$ cat src/rtl/proj_pkg.sv
// Project-wide constants shared by the FM buffer datapath blocks.
package proj_pkg;

    parameter int unsigned FM_BUFFER_SIZE = 8;

endpackage

$ cat src/rtl/proj_fm_index_sequencer.sv
// Multi-pass FM buffer index walker: counts 0..limit (or limit..0) for a programmable
// number of passes, honouring a per-cycle stall, with per-pass and per-run completion pulses.
module proj_fm_index_sequencer #(
    parameter int unsigned DEPTH  = proj_pkg::FM_BUFFER_SIZE,
    parameter int unsigned IDX_W  = $clog2(DEPTH),
    parameter int unsigned PASS_W = 4
) (
    input  logic              in_clk,
    input  logic              in_rst_n,
    input  logic              in_start,
    input  logic [IDX_W-1:0]  in_limit,
    input  logic [PASS_W-1:0] in_passes,
    input  logic              in_down,
    input  logic              in_stall,
    output logic [IDX_W-1:0]  index,
    output logic              index_valid,
    output logic              finished_count,
    output logic              all_done,
    output logic              busy,
    output logic [PASS_W-1:0] pass_idx
);

    localparam logic [IDX_W-1:0] LimMax = IDX_W'(DEPTH - 1);

    typedef enum logic [1:0] {
        StIdle,
        StRun,
        StDone
    } state_e;

    state_e            state_q;
    logic [IDX_W-1:0]  index_q;
    logic [IDX_W-1:0]  lim_q;
    logic [PASS_W-1:0] pass_q;
    logic [PASS_W-1:0] last_pass_q;
    logic              down_q;
    logic              busy_q;
    logic              all_done_q;

    logic [IDX_W-1:0]  start_lim;
    logic [PASS_W-1:0] start_last_pass;
    logic [IDX_W-1:0]  restart_idx;
    logic              at_end;

    always_comb begin
        start_lim       = (in_limit > LimMax) ? LimMax : in_limit;
        // A pass count of zero behaves like one, so the last pass index is zero either way.
        start_last_pass = (in_passes == '0) ? '0 : in_passes - PASS_W'(1);
        restart_idx     = down_q ? lim_q : '0;
        at_end          = down_q ? (index_q == '0) : (index_q == lim_q);
    end

    assign index_valid    = busy_q & ~in_stall;
    assign finished_count = index_valid & at_end;
    assign index          = index_q;
    assign pass_idx       = pass_q;
    assign busy           = busy_q;
    assign all_done       = all_done_q;

    always_ff @(posedge in_clk or negedge in_rst_n) begin
        if (!in_rst_n) begin
            state_q     <= StIdle;
            index_q     <= '0;
            lim_q       <= '0;
            pass_q      <= '0;
            last_pass_q <= '0;
            down_q      <= 1'b0;
            busy_q      <= 1'b0;
            all_done_q  <= 1'b0;
        end else begin
            unique case (state_q)
                StIdle: begin
                    if (in_start) begin
                        lim_q       <= start_lim;
                        last_pass_q <= start_last_pass;
                        down_q      <= in_down;
                        index_q     <= in_down ? start_lim : '0;
                        pass_q      <= '0;
                        busy_q      <= 1'b1;
                        state_q     <= StRun;
                    end
                end
                StRun: begin
                    if (index_valid) begin
                        if (!at_end) begin
                            index_q <= down_q ? index_q - 1'b1 : index_q + 1'b1;
                        end else if (pass_q != last_pass_q) begin
                            // Next pass starts on the following cycle with no bubble.
                            index_q <= restart_idx;
                            pass_q  <= pass_q + 1'b1;
                        end else begin
                            busy_q     <= 1'b0;
                            all_done_q <= 1'b1;
                            state_q    <= StDone;
                        end
                    end
                end
                StDone: begin
                    all_done_q <= 1'b0;
                    state_q    <= StIdle;
                end
                default: begin
                    busy_q     <= 1'b0;
                    all_done_q <= 1'b0;
                    state_q    <= StIdle;
                end
            endcase
        end
    end

endmodule

$ cat config.mk
export PLATFORM = sky130hd
export DESIGN_NAME = proj_fm_index_sequencer
export DESIGN_NICKNAME = d
export VERILOG_FILES = /design/src/rtl/proj_pkg.sv /design/src/rtl/proj_fm_index_sequencer.sv
export SDC_FILE = /design/constraint.sdc
export NUM_CORES = 1
export LEC_CHECK = 0
export BUFFER_PORTS_ARGS = -buffer_cell sky130_fd_sc_hd__buf_2
export CAP_MARGIN = 10
export CORE_MARGIN = 1.5
export CORE_UTILIZATION = 50
export CTS_CLUSTER_DIAMETER = 80
export DETAILED_ROUTE_END_ITERATION = 6
export PLACE_DENSITY_LB_ADDON = 0.08
export SLEW_MARGIN = 40
export SYNTH_ARGS = -nofsm -noshare
export SYNTH_HDL_FRONTEND = slang
export SYNTH_SLANG_ARGS = --single-unit
export TNS_END_PERCENT = 1
$ cat constraint.sdc
create_clock -name in_clk -period 2.35 [get_ports in_clk]
set_input_delay 0.235 -clock in_clk [delete_from_list [all_inputs] [get_ports in_clk]]
set_output_delay 0.235 -clock in_clk [all_outputs]
set_load 0.01 [all_outputs]
[Word-level counts from Yosys, hierarchy flattened]
Index checks and enable logic that the tools add are counted.
Cells by class
  add/sub/neg operators: 4
  magnitude comparators: 1
  equality and inequality tests: 10
  muxes and demuxes: 30
  bitwise operators: 5
  reduce and logical (&&, ||, !) cells: 10
Operators with widths (number)
  two-way mux 3 bit: 8
  two-way mux 4 bit: 5
  AND reduction 4 bit: 3
  inequality test 2 bit (second input constant): 5
  AND reduction 5 bit: 2
  two-way mux 1 bit: 8
  two-way mux 2 bit: 4
  one-hot mux 4 bit (2 select lines): 1
  one-hot mux 3 bit (2 select lines): 1
  adder 4 x 1 -> 4 bit (second input constant): 1
  zero test 4 bit: 1
  inequality test 4 bit: 1
  one-hot mux 2 bit (2 select lines): 1
  subtractor 4 x 1 -> 4 bit (second input constant): 1
  adder 3 x 1 -> 3 bit (second input constant): 1
  equality test 3 bit: 1
  > comparator 3 bit (second input constant): 1
  zero test 3 bit: 1
  inequality test 3 bit (second input constant): 1
  inverter 1 bit: 3
  one-hot mux 1 bit (3 select lines): 1
  subtractor 3 x 1 -> 3 bit (second input constant): 1
  bitwise AND 1 bit: 2
  equality test 2 x 1 -> 1 bit (second input constant): 1
  other kinds (5): 5
Word-level totals
  bits in registers: 19
  bits of input ports: 12
  logic and storage cells: 68

[Logic depth before layout (Yosys ltp)]
Gate-level depths: netlist of the first run.
  word-level depth: 5
  mapped depth: 7
  depth with buffers taken out: 6

[Least setup slack after synthesis of the first run]
No wires, ideal clock.
  path type: register -> register
  from: register pass_q[0], in the netlist pass_idx[0]
  to: register index_q[1], in the netlist index[1]
  arrival: 1.696 ns
  required time: 2.225 ns
  slack: 0.529 ns
  cell stages (with the launch flop): 5
  path buffers: 0
  clock period less this slack: 1.821 ns
  cell sequence: dfrtp_1 -> xor2_1 -> nor4_4 -> a311o_4 -> mux2_4
On the way
  word-level cells in the longest chain between the ends: 3
Ends and longest elaborated chain
  start: declaration: line proj_fm_index_sequencer.sv:34  | logic [PASS_W-1:0] pass_q;
  start signal: assignment: line proj_fm_index_sequencer.sv:90  | pass_q <= pass_q + 1'b1;
  inequality test 4 bit: line proj_fm_index_sequencer.sv:87  | end else if (pass_q != last_pass_q) begin
  inequality test 3 bit (no source line)
  AND reduction 4 bit (no source line)
  end signal: assignment: line proj_fm_index_sequencer.sv:77  | index_q <= in_down ? start_lim : '0;
  end signal: assignment: line proj_fm_index_sequencer.sv:86  | index_q <= down_q ? index_q - 1'b1 : index_q + 1'b1;
  end signal: assignment: line proj_fm_index_sequencer.sv:89  | index_q <= restart_idx;
  end: declaration: line proj_fm_index_sequencer.sv:32  | logic [IDX_W-1:0] index_q;
No other way between the ends.
A chain may end at the register's enable or synchronous reset.

[Worst setup path after layout of the first run]
  from: register index_q[0], in the netlist index[0]
  to: output finished_count
On the way
  word-level cells in the longest chain between the ends: 3
Ends and longest elaborated chain
  equality test 3 bit or zero test 3 bit (tied branches): line proj_fm_index_sequencer.sv:50  | at_end = down_q ? (index_q == '0) : (index_q == lim_q);
  two-way mux 1 bit *: line proj_fm_index_sequencer.sv:50
  bitwise AND 1 bit *: line proj_fm_index_sequencer.sv:54  | assign finished_count = index_valid & at_end;
  end: declaration: line proj_fm_index_sequencer.sv:17  | output logic finished_count,
Every way passes the cells marked *; elsewhere a longest branch is shown, timed or not.

==> impl_metrics.tcl, run 1 <==
set metrics [dict create \
    status "complete, no violations" \
    grt_overflow 0 \
    ff_latch_area_sq_um 475 \
    peakVddDrop_mv 0.771 \
    regToRegEndpoint "pass_idx[3]" \
    ys_warn_count 0 \
    synth_top_area_share_pct 42.2 \
    clockBufferDepth 2 \
    intPower_mw 1.00 \
    hp-class "input pin to flip-flop" \
    cp-start-kind "flip-flop" \
    yosys.area_share.simple_pct 22.8 \
    num_vias 955 \
    synth_largest_area_cell "dfrtp_1" \
    drt-total-wl_um 2280 \
    clk_pin_slew_worst_paths_ns 0.11 \
    critPathCaptureType "output port" \
    grt_pass1_wl_um 4060 \
    nets 158 \
    placementRows 16 \
    cts_tree "yes" \
    setup_tns_ns 0 \
    insertion_delay_ns 0.30 \
    postRouteAntennaNets 0 \
    syn_nets 133 \
    crit_path_end "finished_count" \
    antenna_found_initial 0 \
    core_sq_um 2040 \
    initial_core_util_pct 55.1 \
    relSlewSlack_pct 62.9 \
    reg2reg_slack_ns 0.47 \
    rsz0062_at_grt "false" \
    grt_max_degree 20 \
    whs_ns 0.153 \
    drc 0 \
    synth_seq_area_share_pct 42.2 \
    power_frac_comb_pct 54.5 \
    power.switching_mw 0.786 \
    die_w_um 50.5 \
    detail_route.wl_per_cell_um 13.4 \
    cts_sinks 19 \
    power_leakage_nw 0.663 \
    slew_viol_final 0 \
    ys_top_cells_by_area "dfrtp_1 42%, nand2_1 7.3%, xor2_1 3.9%" \
    path_class "flip-flop to output port" \
    reg2reg_from "index[0]" \
    synth_xor_area_share_pct 6.22 \
    critPathMaxFanout 6 \
    maxCapViolations 0 \
    die_h_um 50.5 \
    dp_hpwl_um 1750 \
    syn_inst 119 \
    power_density_nw_per_um2 1380 \
    worst-r2r-cell-count 5 \
    ioPinCount 23 \
    hold_viol_final 0 \
    postSynthAreaPerCell_sq_um 9.46 \
    synthMuxAreaShare_pct 4.00 \
    numCtsBuffers 3 \
    crit_start "index[0]" \
    synth_compound_area_share_pct 18.4 \
    final-setup-viol-count 0 \
    drive_above_1_share_pct 23.1 \
    grtUsageTotal_pct 20.6 \
    cts_resized 0 \
    cp_data_arrival_time_ns 1.82 \
    multi_input_area_sq_um 612 \
    htreeDepth 1 \
    areaGrowthSynthToFinish_pct 15.2 \
    synth.distinct_cells 36 \
    io_buffers 22 \
    grt_pass1_vias 900 \
    period_needed_ns 2.06 \
    fill_cells 191 \
    dr.pass1.iters 4 \
    root_buffer "clkbuf_4" \
    insertedDiodeCount 0 \
    dieArea_sq_um 2550 \
    clock_power_share_pct 9.2 \
    postCtsHoldBufs 1 \
    synth_seq_cells 19 \
    timing.fmax_mhz 486 \
    synth_top_family_by_area "simple AND/OR/NAND/NOR gates" \
    gp_congestion 0.879 \
    required_ns 2.12 \
    drt_iter0_drc 29 \
    skew_ns 0.0107 \
    synthAdderAreaFrac_pct 2.89 \
    post_cts_buffers 0 \
    via_per_inst 5.62 \
    tightest_slew_ns 0.555 \
    post-route-period-util_pct 87.5 \
    seqPwrFrac_pct 36.3 \
    synth_area_sq_um 1130 \
    swShare_pct 44.0 \
]
[final cells by class]
type / count / share of cell area (%)
clock buffer: 4 / 2.03
inverter: 6 / 1.74
multi-input combinational: 90 / 47.2
sequential: 19 / 36.6
tap: 27 / 2.60
timing repair buffer: 24 / 9.84
[cells by family after synthesis]
logic type,count (synthesis)
AND/OR/NAND/NOR,49
AO/OA/AOI/OAI,27
flip-flops,19
buffers and inverters,10
XOR/XNOR,8
multiplexers,4
adder cells (fa/ha/maj),2
[critical path, stage by stage (launching register included)]
cell     delay, ns
dfrtp_1       0.47
nor4b_2       0.47
a41o_4        0.21
nand2_2       0.08
inv_1         0.14
buf_2         0.16
[flip-flops by register name, indices dropped and copies added, names as in the netlist]
signal,cells
state_q,2
pass_idx,4
all_done,1
last_pass_q,4
lim_q,3
index,3
down_q,1
busy,1
[worst min path at each step]
stage | start | end | cells after the start
after floorplan | in_rst_n | all_done | 0
after global placement | in_rst_n | pass_idx[0] | 1
after detailed placement | in_rst_n | pass_idx[2] | 1
after CTS | in_limit[2] | lim_q[2] | 3
after global routing | in_limit[2] | lim_q[2] | 3
final | in_limit[2] | lim_q[2] | 3
[placed cells by master (no fill, tap or decap)]
master and n:
mux2_4 1, o31a_1 1, xnor2_1 3, nor3b_1 1, a311o_4 1, a311oi_1 1, a41o_4 1, and2b_1 1
or4b_2 1, o21ai_0 6, nand2_1 22, inv_1 6, ha_1 1, xor2_1 5, nor4_4 1, nor4_1 1
nor2b_1 1, dlygate4sd3_1 1, o211ai_1 1, mux2i_1 3, nand2b_1 2, buf_4 1, o31ai_1 2, o211a_1 3
nand2_2 1, clkbuf_4 3, o21ai_1 2, clkbuf_1 1, and3_1 2, buf_2 22, dfrtp_1 19, a31oi_1 6
o311ai_0 1, fa_1 1, nor2_1 5, nand3_1 8, nor4b_2 1, nor3_1 2, a21oi_1 2
[cell usage after synthesis (all sizes together)]
master / instances
o21ai: 8
nor3b: 1
nor2: 5
mux2: 1
o31ai: 2
clkbuf: 3
o311ai: 1
nor2b: 1
o31a: 1
dfrtp: 19
xnor2: 3
mux2i: 3
xor2: 5
ha: 1
or4b: 1
a311oi: 1
nand3: 8
o211a: 3
nand2: 23
a311o: 1
inv: 6
a31oi: 6
a41o: 1
o211ai: 1
nand2b: 2
and3: 2
buf: 1
nor4b: 1
fa: 1
a21oi: 2
and2b: 1
nor3: 2
nor4: 2
[through the flow]
stage | setup WS [ns] | std cells | instance area [sq um] | util (%) | total power, mW
final | 0.294 | 170 | 1300 | 63.5 | 1.79
after CTS | 0.278 | 170 | 1300 | 63.5 | 1.80
after detailed placement | 0.487 | 165 | 1260 | 61.8 | 1.63
after global placement | 0.609 | 165 | 1260 | 61.8 | 1.60
after global routing | 0.166 | 170 | 1300 | 63.5 | 1.95
after floorplan | 0.529 | 119 | 1130 | - | 1.36
[layer usage]
metal,vias to the layer above,wire length [um],track usage (%)
li1,476,-,-
met1,452,1120,27.1
met2,25,1070,35.5
met3,2,79,3.57
met4,0,14,4.50
met5,-,0,0
[power groups by stage]
stage,registers [mW],logic [mW],clock network [mW]
final,0.649,0.973,0.164
after global routing,0.674,1.09,0.184
after CTS,0.649,0.981,0.170
after detailed placement,0.658,0.976,0
after global placement,0.650,0.951,0
after floorplan,0.649,0.716,0
(Power assumes the default switching activity.)
==> inputs of run 2 (changes only) <==
--- a/config.mk
+++ b/config.mk
@@ -9,10 +9,11 @@
 export CAP_MARGIN = 10
 export CORE_MARGIN = 1.5
 export CORE_UTILIZATION = 50
+export CTS_BUF_LIST = sky130_fd_sc_hd__clkbuf_4
 export CTS_CLUSTER_DIAMETER = 80
 export DETAILED_ROUTE_END_ITERATION = 6
 export PLACE_DENSITY_LB_ADDON = 0.08
-export SLEW_MARGIN = 40
+export SLEW_MARGIN = 30
 export SYNTH_ARGS = -nofsm -noshare
 export SYNTH_HDL_FRONTEND = slang
 export SYNTH_SLANG_ARGS = --single-unit
==> run 2 against run 1 <==
  * Fmax is 0.56% higher
  * Critical path depth unchanged
  * Final area rose by 0.29%
  * Final cell count unchanged
  * Clock power up 6%
  * Combinational power hardly changed
  * Die area did not move
  * Global-route usage is 0.25 points higher
  * Setup slack improved by 0.012 ns
  * Count of clock-buffer cells in the layout stayed put
  * Wire length grew 0.53%
  * Critical endpoint unchanged
  * Largest cell class unchanged
  * Largest power group unchanged
  * Highest routed layer unchanged
==> impl_metrics.tcl, run 2 (synthesized netlist as in run 1, its figures left out) <==
set metrics [dict create \
    cts_sinks 19 \
    placedCellCount 165 \
    path_class "flip-flop to output port" \
    dp_hpwl_um 1750 \
    fin_area_sq_um 1300 \
    cts_resized 0 \
    timing.fmax_mhz 489 \
    slew_viol_final 0 \
    power_density_nw_per_um2 1380 \
    dpl-instance-area_sq_um 1260 \
    power_leakage_nw 0.666 \
    status "complete, no violations" \
    final_util_pct 63.7 \
    grt_overflow 0 \
    grt_pass1_vias 909 \
    insertedDiodeCount 0 \
    initial_core_util_pct 55.1 \
    io_buffers 22 \
    areaGrowthSynthToFinish_pct 15.6 \
    cp-start-kind "flip-flop" \
    antenna_found_initial 0 \
    cts_tree "yes" \
    root_buffer "clkbuf_4" \
    period_needed_ns 2.04 \
    postRouteAntennaNets 0 \
    final-setup-viol-count 0 \
    relSlewSlack_pct 62.6 \
    clockBufferDepth 2 \
    grt_pass1_wl_um 4080 \
    instances_no_fill 170 \
    drt_iter0_drc 29 \
    skew_ns 0.00833 \
    die_w_um 50.5 \
    core_sq_um 2040 \
    htreeDepth 1 \
    cp_slowest_stage_delay_ns 0.46 \
    grtUsageTotal_pct 20.9 \
    rsz0062_at_grt "false" \
    detail_route.wl_per_cell_um 13.5 \
    setup_tns_ns 0 \
    die_h_um 50.5 \
    crit_buf_inv 2 \
    required_ns 2.12 \
    path_cells "nor4b_2 -> a41o_4 -> nand2_2 -> inv_1 -> buf_2" \
    drc 0 \
    grt_max_degree 20 \
    maxCapViolations 0 \
    drive_above_1_share_pct 23.8 \
    insertion_delay_ns 0.29 \
    drt-total-wl_um 2290 \
    critPathMaxFanout 6 \
    clk_pin_slew_worst_paths_ns 0.11 \
    critPathCaptureType "output port" \
    layout_common_cells "22 x nand2_1, 22 x buf_2, 19 x dfrtp_1" \
    slowest_stage "dfrtp_1" \
    critPathTopFamily "simple AND/OR/NAND/NOR gates" \
    tightest_slew_ns 0.559 \
    gp_congestion 0.879 \
    cp_data_arrival_time_ns 1.81 \
    post-route-period-util_pct 87.0 \
    via_per_inst 5.61 \
    ioPinCount 23 \
    placementRows 16 \
    hold_viol_final 0 \
    dieArea_sq_um 2550 \
    num_vias 953 \
    hp-class "input pin to flip-flop" \
    dr.pass1.iters 4 \
    nets 158 \
    peakVddDrop_mv 0.744 \
    numCtsBuffers 3 \
]
-- run 2: path summary, 6_finish.rpt --
| check | start | endpoint | slack [ns] | cells after the start |
|---|---|---|---|---|
| worst min-delay path | in_limit[2] | lim_q[2] | 0.15 | 3 |
| max in group asynchronous | in_rst_n | last_pass_q[1] | 1.64 | 2 |
| worst max register to register | index[0] | pass_idx[3] | 0.48 | 5 |
| min in group asynchronous | in_rst_n | pass_idx[1] | 0.40 | 2 |
| worst min register to register | last_pass_q[3] | last_pass_q[3] | 0.51 | 2 |
| worst max-delay path | index[0] | finished_count | 0.31 | 5 |
-- run 2: per-stage QoR --
| stage | setup WS, ns | hold WS [ns] | power, mW |
|---|---|---|---|
| CTS | 0.278 | 0.139 | 1.81 |
| global route | 0.160 | 0.151 | 1.96 |
| detailed placement | 0.487 | 0.199 | 1.63 |
| finish | 0.305 | 0.152 | 1.79 |
| global placement | 0.609 | 0.193 | 1.60 |
| floorplan | 0.529 | -0.0606 | 1.36 |
-- run 2: routing by layer --
layer | vias to the layer above | global-route usage, % | share of wire [%]
li1 | 476 | - | -
met1 | 452 | 27.3 | 49
met2 | 23 | 35.5 | 47
met3 | 2 | 3.57 | 3.4
met4 | 0 | 5.86 | 0.44
met5 | - | 0 | 0
-- run 2: timing repair --
action,CTS,global route
endpoints found under the hold margin,19,0
setup buffers,0,0
hold buffers,1,0
-- run 2: cell type report --
class	count	area [sq um]
sequential	19	475
multi-input combinational	90	612
tap	27	33.8
fill	192	741
clock buffer	4	30.0
inverter	6	22.5
timing repair buffer	24	128
-- run 2: power breakdown --
group | switching (mW) | total (mW) | internal, mW
clock | 0.0960 | 0.174 | 0.0776
combinational | 0.513 | 0.971 | 0.457
sequential | 0.172 | 0.648 | 0.476
total | 0.781 | 1.79 | 1.01
-- run 2: worst reg2reg max path, stage by stage (launching register included) --
cell,delay [ns]
dfrtp_1,0.46
nor4b_2,0.46
a41o_4,0.21
nand2_2,0.08
nor4_1,0.36
mux2i_1,0.22
